===== config.mk =====
export PLATFORM = sky130hd
export DESIGN_NAME = axi_pmu_collector_flat
export DESIGN_NICKNAME = d
export VERILOG_FILES = /design/src/rtl/axi_pmu_collector_if.sv /design/src/rtl/axi_pmu_collector.sv /design/src/flat_wrapper.sv
export SDC_FILE = /design/constraint.sdc
export NUM_CORES = 1
export LEC_CHECK = 0
export ABC_AREA = 1
export CAP_MARGIN = 10
export CORE_ASPECT_RATIO = 1.2
export CORE_MARGIN = 4
export CORE_UTILIZATION = 51
export CTS_CLUSTER_SIZE = 24
export DETAILED_ROUTE_END_ITERATION = 8
export PLACE_DENSITY = 0.88
export RECOVER_POWER = 100
export SKIP_CTS_REPAIR_TIMING = 1
export SLEW_MARGIN = 20
export SYNTH_ARGS = -nofsm -noshare
export SYNTH_HDL_FRONTEND = slang
export SYNTH_SLANG_ARGS = --single-unit

===== constraint.sdc =====
create_clock -name aclk -period 4.6 [get_ports aclk]
set_input_delay 0.92 -clock aclk [delete_from_list [all_inputs] [get_ports aclk]]
set_output_delay 0.92 -clock aclk [all_outputs]
set_load 0.05 [all_outputs]

===== src/rtl/axi_pmu_collector_if.sv =====
// AXI-Stream master/slave bundle carrying PMU readout frames (32-bit beats,
// tuser marks the header beat, tlast marks the final beat).
interface axi_pmu_collector_if;
    logic [31:0] tdata;
    logic        tvalid;
    logic        tready;
    logic        tlast;
    logic        tuser;

    modport master (output tdata, output tvalid, output tlast, output tuser, input tready);
    modport slave  (input tdata, input tvalid, input tlast, input tuser, output tready);
endinterface


===== src/rtl/axi_pmu_collector.sv =====
// Readout scheduler walking every counter of every PMU and streaming them as one AXIS frame.
// Optional PMU_COLLECT_TIMESTAMP_EN adds a 64-bit trigger timestamp after the header.
//
// state  | meaning
// IDLE   | waiting for start_i or periodic timer trigger
// HDR    | header beat {seq, NUM_PMUS, NUM_COUNTERS}, tuser=1
// TS_LO  | timestamp low word (PMU_COLLECT_TIMESTAMP_EN only)
// TS_HI  | timestamp high word (PMU_COLLECT_TIMESTAMP_EN only)
// SEL    | drive counter select, capture selected PMU value into data_q
// LO     | emit data_q[31:0]
// HI     | emit data_q[63:32], advance counter/PMU index
module axi_pmu_collector #(
    parameter int NUM_PMUS     = 4,
    parameter int NUM_COUNTERS = 19,
    parameter int PERIOD_WIDTH = 32
) (
    input  logic                      aclk,
    input  logic                      aresetn,
    input  logic                      start_i,
    input  logic [PERIOD_WIDTH-1:0]   period_i,
    input  logic                      clear_i,
    output logic [4:0]                pmu_addr_o,
    input  logic [NUM_PMUS*64-1:0]    pmu_data_i,
    axi_pmu_collector_if.master       m,
    output logic                      busy_o,
    output logic                      overrun_o
);

    typedef enum logic [2:0] {
        S_IDLE  = 3'd0,
        S_HDR   = 3'd1,
        S_SEL   = 3'd2,
        S_LO    = 3'd3,
`ifdef PMU_COLLECT_TIMESTAMP_EN
        S_HI    = 3'd4,
        S_TS_LO = 3'd5,
        S_TS_HI = 3'd6
`else
        S_HI    = 3'd4
`endif
    } state_t;

    state_t                  state_q, state_d;
    logic [PERIOD_WIDTH-1:0] timer_q;
    logic [15:0]             seq_q;
    logic [7:0]              pmu_idx_q;
    logic [4:0]              cnt_idx_q;
    logic [63:0]             data_q;
    logic [63:0]             sel_data;
    logic                    overrun_q;
    logic [31:0]             tdata_c;
    logic                    tvalid_c, tlast_c, tuser_c;
    logic                    timer_fire, trig, accept, hs, last_cnt, last_pmu;

    // >= rather than == so a period shrunk below the running count still fires promptly
    assign timer_fire = (period_i != '0) && (timer_q >= period_i - PERIOD_WIDTH'(1));
    assign trig       = start_i | timer_fire;
    assign accept     = trig && (state_q == S_IDLE);
    assign hs         = tvalid_c && m.tready;
    assign last_cnt   = (cnt_idx_q == 5'(NUM_COUNTERS - 1));
    assign last_pmu   = (pmu_idx_q == 8'(NUM_PMUS - 1));

`ifdef PMU_COLLECT_TIMESTAMP_EN
    logic [63:0] cyc_q, ts_q;

    always_ff @(posedge aclk or negedge aresetn) begin
        if (!aresetn) begin
            cyc_q <= '0;
            ts_q  <= '0;
        end else begin
            cyc_q <= cyc_q + 64'd1;
            if (accept) ts_q <= cyc_q;
        end
    end
`endif

    always_comb begin
        sel_data = '0;
        for (int k = 0; k < NUM_PMUS; k++) begin
            if (pmu_idx_q == 8'(k)) sel_data = pmu_data_i[k*64 +: 64];
        end
    end

    always_ff @(posedge aclk or negedge aresetn) begin
        if (!aresetn) state_q <= S_IDLE;
        else          state_q <= state_d;
    end

    always_comb begin
        state_d  = state_q;
        tvalid_c = 1'b0;
        tdata_c  = '0;
        tlast_c  = 1'b0;
        tuser_c  = 1'b0;
        case (state_q)
            S_IDLE: if (trig) state_d = S_HDR;
            S_HDR: begin
                tvalid_c = 1'b1;
                tuser_c  = 1'b1;
                tdata_c  = {seq_q, 8'(NUM_PMUS), 8'(NUM_COUNTERS)};
`ifdef PMU_COLLECT_TIMESTAMP_EN
                if (hs) state_d = S_TS_LO;
`else
                if (hs) state_d = S_SEL;
`endif
            end
`ifdef PMU_COLLECT_TIMESTAMP_EN
            S_TS_LO: begin
                tvalid_c = 1'b1;
                tdata_c  = ts_q[31:0];
                if (hs) state_d = S_TS_HI;
            end
            S_TS_HI: begin
                tvalid_c = 1'b1;
                tdata_c  = ts_q[63:32];
                if (hs) state_d = S_SEL;
            end
`endif
            S_SEL: state_d = S_LO;
            S_LO: begin
                tvalid_c = 1'b1;
                tdata_c  = data_q[31:0];
                if (hs) state_d = S_HI;
            end
            S_HI: begin
                tvalid_c = 1'b1;
                tdata_c  = data_q[63:32];
                tlast_c  = last_cnt && last_pmu;
                if (hs) state_d = (last_cnt && last_pmu) ? S_IDLE : S_SEL;
            end
            default: state_d = S_IDLE;
        endcase
    end

    always_ff @(posedge aclk or negedge aresetn) begin
        if (!aresetn) begin
            timer_q   <= '0;
            seq_q     <= '0;
            pmu_idx_q <= '0;
            cnt_idx_q <= '0;
            data_q    <= '0;
            overrun_q <= 1'b0;
        end else begin
            if (period_i == '0 || timer_fire) timer_q <= '0;
            else                              timer_q <= timer_q + PERIOD_WIDTH'(1);

            if (trig && state_q != S_IDLE) overrun_q <= 1'b1;
            else if (clear_i)              overrun_q <= 1'b0;

            if (state_q == S_HDR && hs) seq_q <= seq_q + 16'd1;
            if (state_q == S_SEL)       data_q <= sel_data;

            if (state_q == S_HI && hs) begin
                if (last_cnt) begin
                    cnt_idx_q <= '0;
                    pmu_idx_q <= last_pmu ? 8'd0 : pmu_idx_q + 8'd1;
                end else begin
                    cnt_idx_q <= cnt_idx_q + 5'd1;
                end
            end
        end
    end

    // cnt_idx only moves on HI handshakes, so it already holds the last select outside SEL
    assign pmu_addr_o = (state_q == S_IDLE) ? 5'd0 : cnt_idx_q;
    assign busy_o     = (state_q != S_IDLE);
    assign overrun_o  = overrun_q;

    assign m.tdata  = tdata_c;
    assign m.tvalid = tvalid_c;
    assign m.tlast  = tlast_c;
    assign m.tuser  = tuser_c;

endmodule


===== src/flat_wrapper.sv =====
// flat-port wrapper written by rule: the top's interface ports become plain ports
module axi_pmu_collector_flat 
#(
    parameter int NUM_PMUS     = 4,
    parameter int NUM_COUNTERS = 19,
    parameter int PERIOD_WIDTH = 32
)
  (aclk, aresetn, start_i, period_i, clear_i, pmu_addr_o, pmu_data_i, busy_o, overrun_o, m_tdata, m_tvalid, m_tlast, m_tuser, m_tready);
  axi_pmu_collector_if m_i ();
  input  logic aclk;
  input  logic aresetn;
  input  logic start_i;
  input  logic [PERIOD_WIDTH-1:0] period_i;
  input  logic clear_i;
  output logic [4:0] pmu_addr_o;
  input  logic [NUM_PMUS*64-1:0] pmu_data_i;
  output logic busy_o;
  output logic overrun_o;
  output wire logic [$bits(m_i.tdata)-1:0] m_tdata;
  output wire logic [$bits(m_i.tvalid)-1:0] m_tvalid;
  output wire logic [$bits(m_i.tlast)-1:0] m_tlast;
  output wire logic [$bits(m_i.tuser)-1:0] m_tuser;
  input wire logic [$bits(m_i.tready)-1:0] m_tready;
  assign m_tdata = m_i.tdata;
  assign m_tvalid = m_i.tvalid;
  assign m_tlast = m_i.tlast;
  assign m_tuser = m_i.tuser;
  assign m_i.tready = m_tready;
  axi_pmu_collector #(.NUM_PMUS(NUM_PMUS), .NUM_COUNTERS(NUM_COUNTERS), .PERIOD_WIDTH(PERIOD_WIDTH)) u_core (.aclk(aclk), .aresetn(aresetn), .start_i(start_i), .period_i(period_i), .clear_i(clear_i), .pmu_addr_o(pmu_addr_o), .pmu_data_i(pmu_data_i), .m(m_i), .busy_o(busy_o), .overrun_o(overrun_o));
endmodule

==> flow_summary.json, run 1 <==
{
  "status": "finished, violations left",
  "failed_checks": "capacitance limit, slew limit",
  "place_inst": 2045,
  "ir_worst_vdd_mv": 0.328,
  "synth_edf_count": 0,
  "grt_use_total_pct": 33.0,
  "worst_path_dominant_cell_family": "buffers and inverters",
  "drive_gt1_share_pct": 4.74,
  "first_pass_iters": 5,
  "antenna_found_initial": 9,
  "synth_top_cell_area_share_pct": 31.9,
  "dpl.hpwl_um": 27800,
  "seqPwrFrac_pct": 29.2,
  "nNetsFinal": 2138,
  "initial_core_util_pct": 51.7,
  "instances_no_fill": 2089,
  "synth.area.top_cells": "dfrtp_1, nand2_1, nor2_1",
  "multi_input_area_um2": 5960,
  "yosys-top-cells-count": "nand2_1, nor2_1, dfrtp_1",
  "ys_async_sr_fraction_pct": 100,
  "syn-cell-area_um2": 10100,
  "fillers": 1566,
  "relSlewSlack_pct": -79.9,
  "grt_overflow": 0,
  "avgSynthCellArea_um2": 6.70,
  "clk_latency_ns": 0.43,
  "endpoint_kind": "output pin",
  "grt_pass1_wl_um": 56700,
  "critPathLaunchType": "register",
  "core_area_um2": 19500,
  "worst-path-max-fanout": 28,
  "p_per_area_nw_per_um2": 452,
  "dieArea_um2": 22100,
  "setup_viol": 0,
  "cp.required_ns": 3.68,
  "rows": 56,
  "post_drt_wl_per_cell_um": 17.8,
  "min_period_ns": 4.26,
  "internal_power_mw": 3.58,
  "drc": 0,
  "hold_viol_final": 0,
  "finalClockSkew_ns": 0.0101,
  "io_pins": 335,
  "initialDrtViolationCount": 812,
  "final_cell_area_um2": 14100,
  "grt_pass1_vias": 11000,
  "swShare_pct": 43.7,
  "io_buffers": 334,
  "report.final.slew_viol_count": 144,
  "cts-root-buf": "clkbuf_16",
  "cp_cell_sequence": "nor2_2 -> nand2_4 -> inv_1 -> nand2_1 -> o211ai_1 -> dlygate4sd3_1",
  "grt_max_degree": 107,
  "final-seq-area_um2": 3230,
  "arrival_ns": 3.34,
  "switching_power_mw": 2.78,
  "ys_warn_count": 0,
  "cts-buffers-inserted": 17,
  "critPathMaxStageDelay_ns": 0.92,
  "area_growth_pct": 39.5,
  "drt_wl_total_um": 37100,
  "vias": 11300,
  "cts_sinks": 129,
  "synthCells": 1509,
  "syn_nets": 1844,
  "finalSetupTns_ns": 0,
  "placed_area_um2": 13500,
  "tightest_slew_ns": 2.70,
  "post-synth-top-count-cell": "nand2_1",
  "seq_area_frac_synth_pct": 31.9,
  "clk_pin_slew_ns": 0.06,
  "die_w_um": 136,
  "clock_path_buffers": 2,
  "hold_class": "register to register",
  "synth_top_flop_cell": "dfrtp_1",
  "htree_levels": 4,
  "cts_tree": "done",
  "fmax_ghz": 0.235,
  "p_leak_nw": 6.30,
  "drv_cap": 2,
  "p_comb_share_pct": 46.4,
  "holdWs_ns": 0.511,
  "path_class": "register to output pin",
  "slowest_stage": "dlygate4sd3_1",
  "fp.dieH_um": 162,
  "crit_buf_inv": 2,
  "yosysUniqueCellTypes": 53,
  "final_antenna_net_count": 0,
  "rsz0062_at_grt": "false",
  "p_clk_share_pct": 24.4,
  "place.gp.congestion": 0.944,
  "min_period_over_period_pct": 92.6,
  "synth_area_leader_cell": "dfrtp_1",
  "vias_per_cell": 5.43,
  "ys_ff_latch": 129
}
-- worst register-to-register path, delay by kind of cell, from the launching register on --
family	cells	cell delay (ns)
AO/OA/AOI/OAI	2	0.30
buffers and inverters	3	0.66
flip-flops	1	0.41
AND/OR/NAND/NOR	7	2.47
-- cells in the final DEF (no fill, tap or decap), types with 4 or more instances in the layout --
cell type          n
a21oi_1          126
a22o_1             8
buf_4              6
bufinv_16          6
clkbuf_16         17
clkdlybuf4s50_1  291
dfrtp_1          129
diode_2           12
dlygate4sd3_1     42
ha_1              42
inv_1            108
inv_2              9
nand2_1          522
nand2_2            5
nand3_1           47
nand4_1           23
nor2_1           175
nor2_2             9
nor3_1            25
nor3_2             4
nor4_1             8
o211ai_1          15
o21ai_0           82
o21ai_2            4
xnor2_1           15
xor2_1            52
-- area by class of cell --
class                   count  area share, %
inverters                 119           3.19
multi-input cells        1193           42.3
well taps                 261           2.32
flip-flops and latches    129           22.9
clock buffers              19           3.14
clock inverters            13           1.65
diodes                     12          0.213
repair buffers            343           24.3
-- routing by layer --
metal / global-route usage [%] / vias to the layer above / wire [µm]
li1: - / 5457 / -
met1: 39.8 / 5263 / 14100
met2: 55.5 / 509 / 17800
met3: 8.86 / 97 / 3490
met4: 13.4 / 8 / 1580
met5: 0 / - / 64
-- path summary, 6_finish.rpt --
check | to | slack [ns] | startpoint | cells past startpoint
worst max-delay path | m_tdata[4] | 0.34 | u_core.state_q[1] | 6
worst min-delay path | u_core.pmu_idx_q[6] | 0.51 | u_core.pmu_idx_q[6] | 1
worst max register to register | u_core.data_q[34] | 0.67 | u_core.pmu_idx_q[5] | 12
worst min register to register | u_core.pmu_idx_q[6] | 0.51 | u_core.pmu_idx_q[6] | 1
max in group asynchronous | u_core.data_q[61] | 0.95 | aresetn | 2
min in group asynchronous | u_core.data_q[9] | 1.30 | aresetn | 1
-- flip-flops by register name, summed over array words and instances, names as in the netlist --
| signal | cells |
|---|---|
| u_core.cnt_idx_q | 5 |
| u_core.state_q | 3 |
| u_core.seq_q | 16 |
| u_core.pmu_idx_q | 8 |
| u_core.overrun_o | 1 |
| u_core.data_q | 64 |
| u_core.timer_q | 32 |
-- per-stage QoR --
stage	setup WS (ns)	power, mW	utilization (%)
after floorplan	1.22	3.69	-
after global placement	0.446	4.79	69.2
after detailed placement	0.295	4.86	69.2
after CTS	0.588	6.45	72.7
after global routing	0.231	6.69	72.0
final	0.339	6.37	72.1
-- power by group through the flow --
stage | Clock [mW] | Combinational, mW | Sequential, mW
floorplan | 0 | 1.92 | 1.76
global placement | 0 | 2.94 | 1.85
detailed placement | 0 | 3.00 | 1.86
CTS | 1.56 | 3.03 | 1.85
global route | 1.61 | 3.18 | 1.90
finish | 1.55 | 2.95 | 1.86
-- cell families (layout without fill, tap and decap cells) --
family                     after synthesis  in the layout  synth area share, %
xor gates and xnor gates                67             67                 5.81
other                                    0             12                    0
DFF                                    129            129                 31.9
AOI/OAI and AO/OA                      249            249                 13.6
and+or+nand+nor                        835            835                 35.6
adders and majority gates               42             42                 5.20
buffers and inverters                  187            494                 7.90
No activity file was read; power rests on OpenSTA's default activity.
==> run 2: changes to the inputs <==
--- a/config.mk
+++ b/config.mk
@@ -6,7 +6,7 @@
 export NUM_CORES = 1
 export LEC_CHECK = 0
 export ABC_AREA = 1
-export CAP_MARGIN = 10
+export CAP_MARGIN = 25
 export CORE_ASPECT_RATIO = 1.2
 export CORE_MARGIN = 4
 export CORE_UTILIZATION = 51
==> run 2 against run 1 <==
Against the previous run:
- the flow still finishes with violations (capacitance limit, slew limit)
- sequential cell count unchanged
- final cell count decreased by 0.14%
- setup slack got worse by 0.044 ns
- clock skew increased by 0.00067 ns
- clock-buffer cell count unchanged
- cell area about the same
- maximum frequency decreased by 1.0%
- routed wire length increased by 0.28%
- largest cell class unchanged
- critical endpoint is now m_tdata[20]
- non-clock buffer count increased by 1
- register-to-register slack about the same
- via count decreased by 0.67%
==> flow_summary.json, run 2 (same netlist as run 1, synthesis figures left out) <==
{
  "min_period_over_period_pct": 93.6,
  "place.gp.congestion": 0.944,
  "vias_per_cell": 5.40,
  "switching_power_mw": 2.78,
  "dpl.hpwl_um": 27800,
  "worst-path-max-fanout": 28,
  "final_antenna_net_count": 0,
  "r2r_slack_ns": 0.67,
  "cts_sinks": 129,
  "fillers": 1566,
  "initialDrtViolationCount": 831,
  "seqPwrFrac_pct": 29.3,
  "post_drt_wl_per_cell_um": 17.8,
  "nNetsFinal": 2139,
  "largest_registers": "u_core.data_q: 64 flops, u_core.timer_q: 32 flops, u_core.seq_q: 16 flops",
  "clock_path_buffers": 2,
  "io_pins": 335,
  "layout_setup_ws_ns": 0.295,
  "tightest_slew_ns": 2.17,
  "startpoint": "u_core.state_q[1]",
  "r2r_start": "u_core.pmu_idx_q[5]",
  "p_comb_share_pct": 46.3,
  "grt_max_degree": 107,
  "fp.dieH_um": 162,
  "core_area_um2": 19500,
  "swShare_pct": 43.7,
  "path_class": "register to output pin",
  "dp_slack_ns": 0.295,
  "status": "finished, violations left",
  "rows": 56,
  "cp.required_ns": 3.68,
  "grt_pass1_vias": 11000,
  "arrival_ns": 3.38,
  "grt_overflow": 0,
  "drv_cap": 2,
  "fmax_ghz": 0.232,
  "min_period_ns": 4.30,
  "hold_viol_final": 0,
  "endpoint_kind": "output pin",
  "ir_worst_vdd_mv": 0.337,
  "vias": 11300,
  "first_pass_iters": 9,
  "grt_pass1_wl_um": 56700,
  "cts-root-buf": "clkbuf_16",
  "drive_gt1_share_pct": 4.79,
  "critPathCapture": "m_tdata[20]",
  "initial_core_util_pct": 51.7,
  "report.final.slew_viol_count": 123,
  "finalClockSkew_ns": 0.0108,
  "p_per_area_nw_per_um2": 452,
  "reg2reg_to": "u_core.data_q[34]",
  "area_growth_pct": 39.4,
  "largest_register_ffs": 64,
  "drc": 0,
  "critPathLaunchType": "register",
  "failed_checks": "capacitance limit, slew limit",
  "setup_viol": 0,
  "internal_power_mw": 3.58,
  "p_leak_nw": 6.31,
  "regMostFlops": "u_core.data_q",
  "relSlewSlack_pct": -45.4,
  "hold_class": "register to register",
  "cts-buffers-inserted": 17,
  "die_w_um": 136,
  "cts_tree": "done",
  "clk_latency_ns": 0.43,
  "io_buffers": 334,
  "antenna_found_initial": 9,
  "rr_worst_depth": 12,
  "grt_use_total_pct": 33.0,
  "layout_commonest_cell": "nand2_1",
  "drt_wl_total_um": 37200,
  "clk_pin_slew_ns": 0.06,
  "htree_levels": 4,
  "p_clk_share_pct": 24.4,
  "layout_common_cells": "nand2_1, clkdlybuf4s50_1, nor2_1, dfrtp_1, a21oi_1",
  "finalSetupTns_ns": 0,
  "rsz0062_at_grt": "false",
  "dieArea_um2": 22100
}
[run 2: cell count changes in the layout (fill, tap and decap cells not counted), sizes merged]
| cell | before | now |
|---|---|---|
| clkbuf | 21 | 22 |
| diode | 12 | 8 |
[run 2: how the worst min path moves through the flow]
stage	startpoint	endpoint	slack, ns	depth (start not counted)
global route	u_core.timer_q[0]	u_core.timer_q[0]	0.53	1
finish	u_core.pmu_idx_q[6]	u_core.pmu_idx_q[6]	0.51	1
floorplan	u_core.timer_q[0]	u_core.timer_q[0]	0.45	1
global placement	u_core.timer_q[0]	u_core.timer_q[0]	0.50	1
detailed placement	u_core.timer_q[0]	u_core.timer_q[0]	0.51	1
CTS	u_core.timer_q[0]	u_core.timer_q[0]	0.52	1
[run 2: layout make-up]
class | count | area, µm² | share of cell area [%]
multi-input cells | 1193 | 5960 | 42.3
repair buffers | 344 | 3430 | 24.4
flip-flops and latches | 129 | 3230 | 22.9
inverters | 119 | 449 | 3.19
clock buffers | 19 | 443 | 3.14
well taps | 261 | 327 | 2.32
clock inverters | 13 | 233 | 1.65
diodes | 8 | 20.0 | 0.142
[run 2: metal layers]
metal  up-vias  track usage (%)  wire, µm
met5         -                0        54
met4        10             13.4      1580
met3        98             8.86      3380
met2       493             55.5     17700
met1      5201             39.8     14400
li1       5456                -         -
[run 2: metrics by stage]
stage	utilization (%)	area, µm²	total power, mW	instances	hold WS (ns)
3_5_place_dp	69.2	13500	4.86	2045	0.506
2_1_floorplan	-	10100	3.69	1509	0.455
3_3_place_gp	69.2	13500	4.79	2045	0.499
5_1_grt	72.0	14100	6.69	2080	0.527
4_1_cts	72.7	14200	6.45	2077	0.515
6_report	72.1	14100	6.37	2086	0.510
[run 2: power by group through the flow]
stage          sequential [mW]  clock, mW  combinational [mW]
2_1_floorplan             1.76          0                1.92
3_3_place_gp              1.85          0                2.94
3_5_place_dp              1.86          0                3.00
4_1_cts                   1.85       1.56                3.03
5_1_grt                   1.90       1.61                3.18
6_report                  1.86       1.55                2.95
[run 2: worst max-delay path, stage by stage (launching register included)]
cell	delay, ns
dfrtp_1	0.48
nor2_2	0.16
nand2_4	0.12
inv_1	0.81
nand2_1	0.22
o211ai_1	0.19
dlygate4sd3_1	0.97
==> run 3: changes to the inputs <==
--- a/config.mk
+++ b/config.mk
@@ -12,7 +12,7 @@
 export CORE_UTILIZATION = 51
 export CTS_CLUSTER_SIZE = 24
 export DETAILED_ROUTE_END_ITERATION = 8
-export PLACE_DENSITY = 0.88
+export PLACE_DENSITY = 0.89
 export RECOVER_POWER = 100
 export SKIP_CTS_REPAIR_TIMING = 1
 export SLEW_MARGIN = 20
==> run 3 against run 2 <==
Against the previous run:
- critical path type unchanged
- worst hold slack improved by 0.0047 ns
- setup slack got worse by 0.00087 ns
- register-to-register slack got worse by 0.08 ns
- first-iteration DRC count rose by 15%
- non-clock buffer count rose by 4
- sequential power barely moved
- die area did not move
- sequential share of layout area barely moved
- clock-buffer cell count rose by 1
- critical endpoint is now m_tdata[24]
- critical path depth did not move
- the run still ends with capacitance limit, slew limit left
==> flow_summary.json, run 3 (same netlist as run 1, synthesis figures left out) <==
{
  "htree_levels": 4,
  "drc": 0,
  "regMostFlops": "u_core.data_q",
  "nNetsFinal": 2143,
  "worst-path-max-fanout": 28,
  "worstHoldStart": "u_core.pmu_idx_q[6]",
  "endpoint_kind": "output pin",
  "critPathLaunchType": "register",
  "rows": 56,
  "final-seq-area_um2": 3230,
  "io_buffers": 334,
  "die_w_um": 136,
  "failed_checks": "capacitance limit, slew limit",
  "relSlewSlack_pct": -121,
  "cts-root-buf": "clkbuf_16",
  "fillers": 1542,
  "cts_tree": "done",
  "clk_pin_slew_ns": 0.06,
  "grt_pass1_vias": 10800,
  "wl_met3_um": 3660,
  "min_period_ns": 4.31,
  "grt_use_total_pct": 33.2,
  "multi_input_area_um2": 5970,
  "wl_met2_um": 18100,
  "slowest_stage": "dlygate4sd3_1",
  "area_growth_pct": 39.4,
  "r2r_start": "u_core.pmu_idx_q[6]",
  "largest_register_ffs": 64,
  "dpl.hpwl_um": 28100,
  "report.final.slew_viol_count": 139,
  "grt_overflow": 0,
  "topRoutingLayerUsed": "met5",
  "wl_met1_um": 14400,
  "p_per_area_nw_per_um2": 439,
  "arrival_ns": 3.39,
  "cts-buffers-inserted": 17,
  "hold-path-cell-count": 1,
  "antenna_found_initial": 8,
  "initialDrtViolationCount": 955,
  "layout_common_cells": "nand2_1, clkdlybuf4s50_1, nor2_1, dfrtp_1, a21oi_1",
  "ir_worst_vdd_mv": 0.383,
  "finalSetupTns_ns": 0,
  "min_period_over_period_pct": 93.6,
  "post_drt_wl_per_cell_um": 17.9,
  "core_area_um2": 19500,
  "clk_latency_ns": 0.43,
  "drv_cap": 2,
  "finalCoreUtilization_pct": 72.1,
  "final_antenna_net_count": 0,
  "cp_cell_sequence": "nor2_2 -> nand2_4 -> inv_1 -> nand2_1 -> o211ai_1 -> dlygate4sd3_1",
  "critPathMaxStageDelay_ns": 0.96,
  "drt_wl_total_um": 37500,
  "layout_commonest_cell": "nand2_1",
  "hold_viol_final": 0,
  "hold_class": "register to register",
  "io_pins": 335,
  "drive_gt1_share_pct": 5.00,
  "grt_max_degree": 77,
  "p_leak_nw": 6.26,
  "dieArea_um2": 22100,
  "clock_path_buffers": 2,
  "worst_path_dominant_cell_family": "buffers and inverters",
  "first_pass_iters": 6,
  "largest_registers": "u_core.data_q: 64 flops, u_core.timer_q: 32 flops, u_core.seq_q: 16 flops",
  "cp.required_ns": 3.68,
  "reg2reg_to": "u_core.data_q[43]",
  "place.gp.congestion": 0.971,
  "crit_buf_inv": 2,
  "fmax_ghz": 0.232,
  "setup_viol": 0,
  "vias_per_cell": 5.46,
  "r2r_slack_ns": 0.59,
  "fp.dieH_um": 162,
  "rr_worst_depth": 11,
  "rsz0062_at_grt": "false",
  "grt_pass1_wl_um": 57100,
  "holdPathEnd": "u_core.pmu_idx_q[6]",
  "finalClockSkew_ns": 0.0103,
  "path_class": "register to output pin",
  "vias": 11400,
  "tightest_slew_ns": 3.31,
  "cts_sinks": 129,
  "initial_core_util_pct": 51.7,
  "status": "finished, violations left"
}
## run 3: per-layer routing
metal,global-route usage [%],up-vias
li1,-,5469
met1,41.0,5299
met2,55.0,546
met3,9.67,90
met4,11.7,6
met5,0,-
## run 3: cell type report
class	count	share of cell area (%)
Multi-Input combinational cell	1193	42.4
Timing Repair Buffer	348	24.9
Sequential cell	129	22.9
Inverter	119	3.19
Clock buffer	20	3.17
Tap cell	261	2.32
Clock inverter	11	0.986
Antenna cell	10	0.178
## run 3: power breakdown
part | total [mW] | switching, mW | internal [mW]
Combinational | 2.95 | 1.92 | 1.03
Sequential | 1.87 | 0.339 | 1.53
Clock | 1.37 | 0.512 | 0.858
## run 3: how the worst max path moves through the flow
stage,cells past startpoint,slack [ns],startpoint,endpoint
2_1_floorplan,20,1.22,period_i[0],u_core.timer_q[2]
3_3_place_gp,21,0.45,period_i[0],u_core.timer_q[26]
3_5_place_dp,21,0.35,period_i[0],u_core.timer_q[26]
4_1_cts,6,0.73,u_core.state_q[1],m_tdata[24]
5_1_grt,6,0.24,u_core.state_q[1],m_tdata[24]
6_report,6,0.29,u_core.state_q[1],m_tdata[24]
## run 3: per-stage QoR
step	setup WS (ns)	hold WS (ns)	cell area (µm²)	total power, mW	std cells
final	0.294	0.515	14100	6.19	2091
after global placement	0.447	0.499	13600	4.80	2049
after CTS	0.733	0.517	14200	6.27	2080
after global routing	0.237	0.533	14100	6.51	2084
after detailed placement	0.353	0.502	13600	4.88	2049
after floorplan	1.22	0.455	10100	3.69	1509
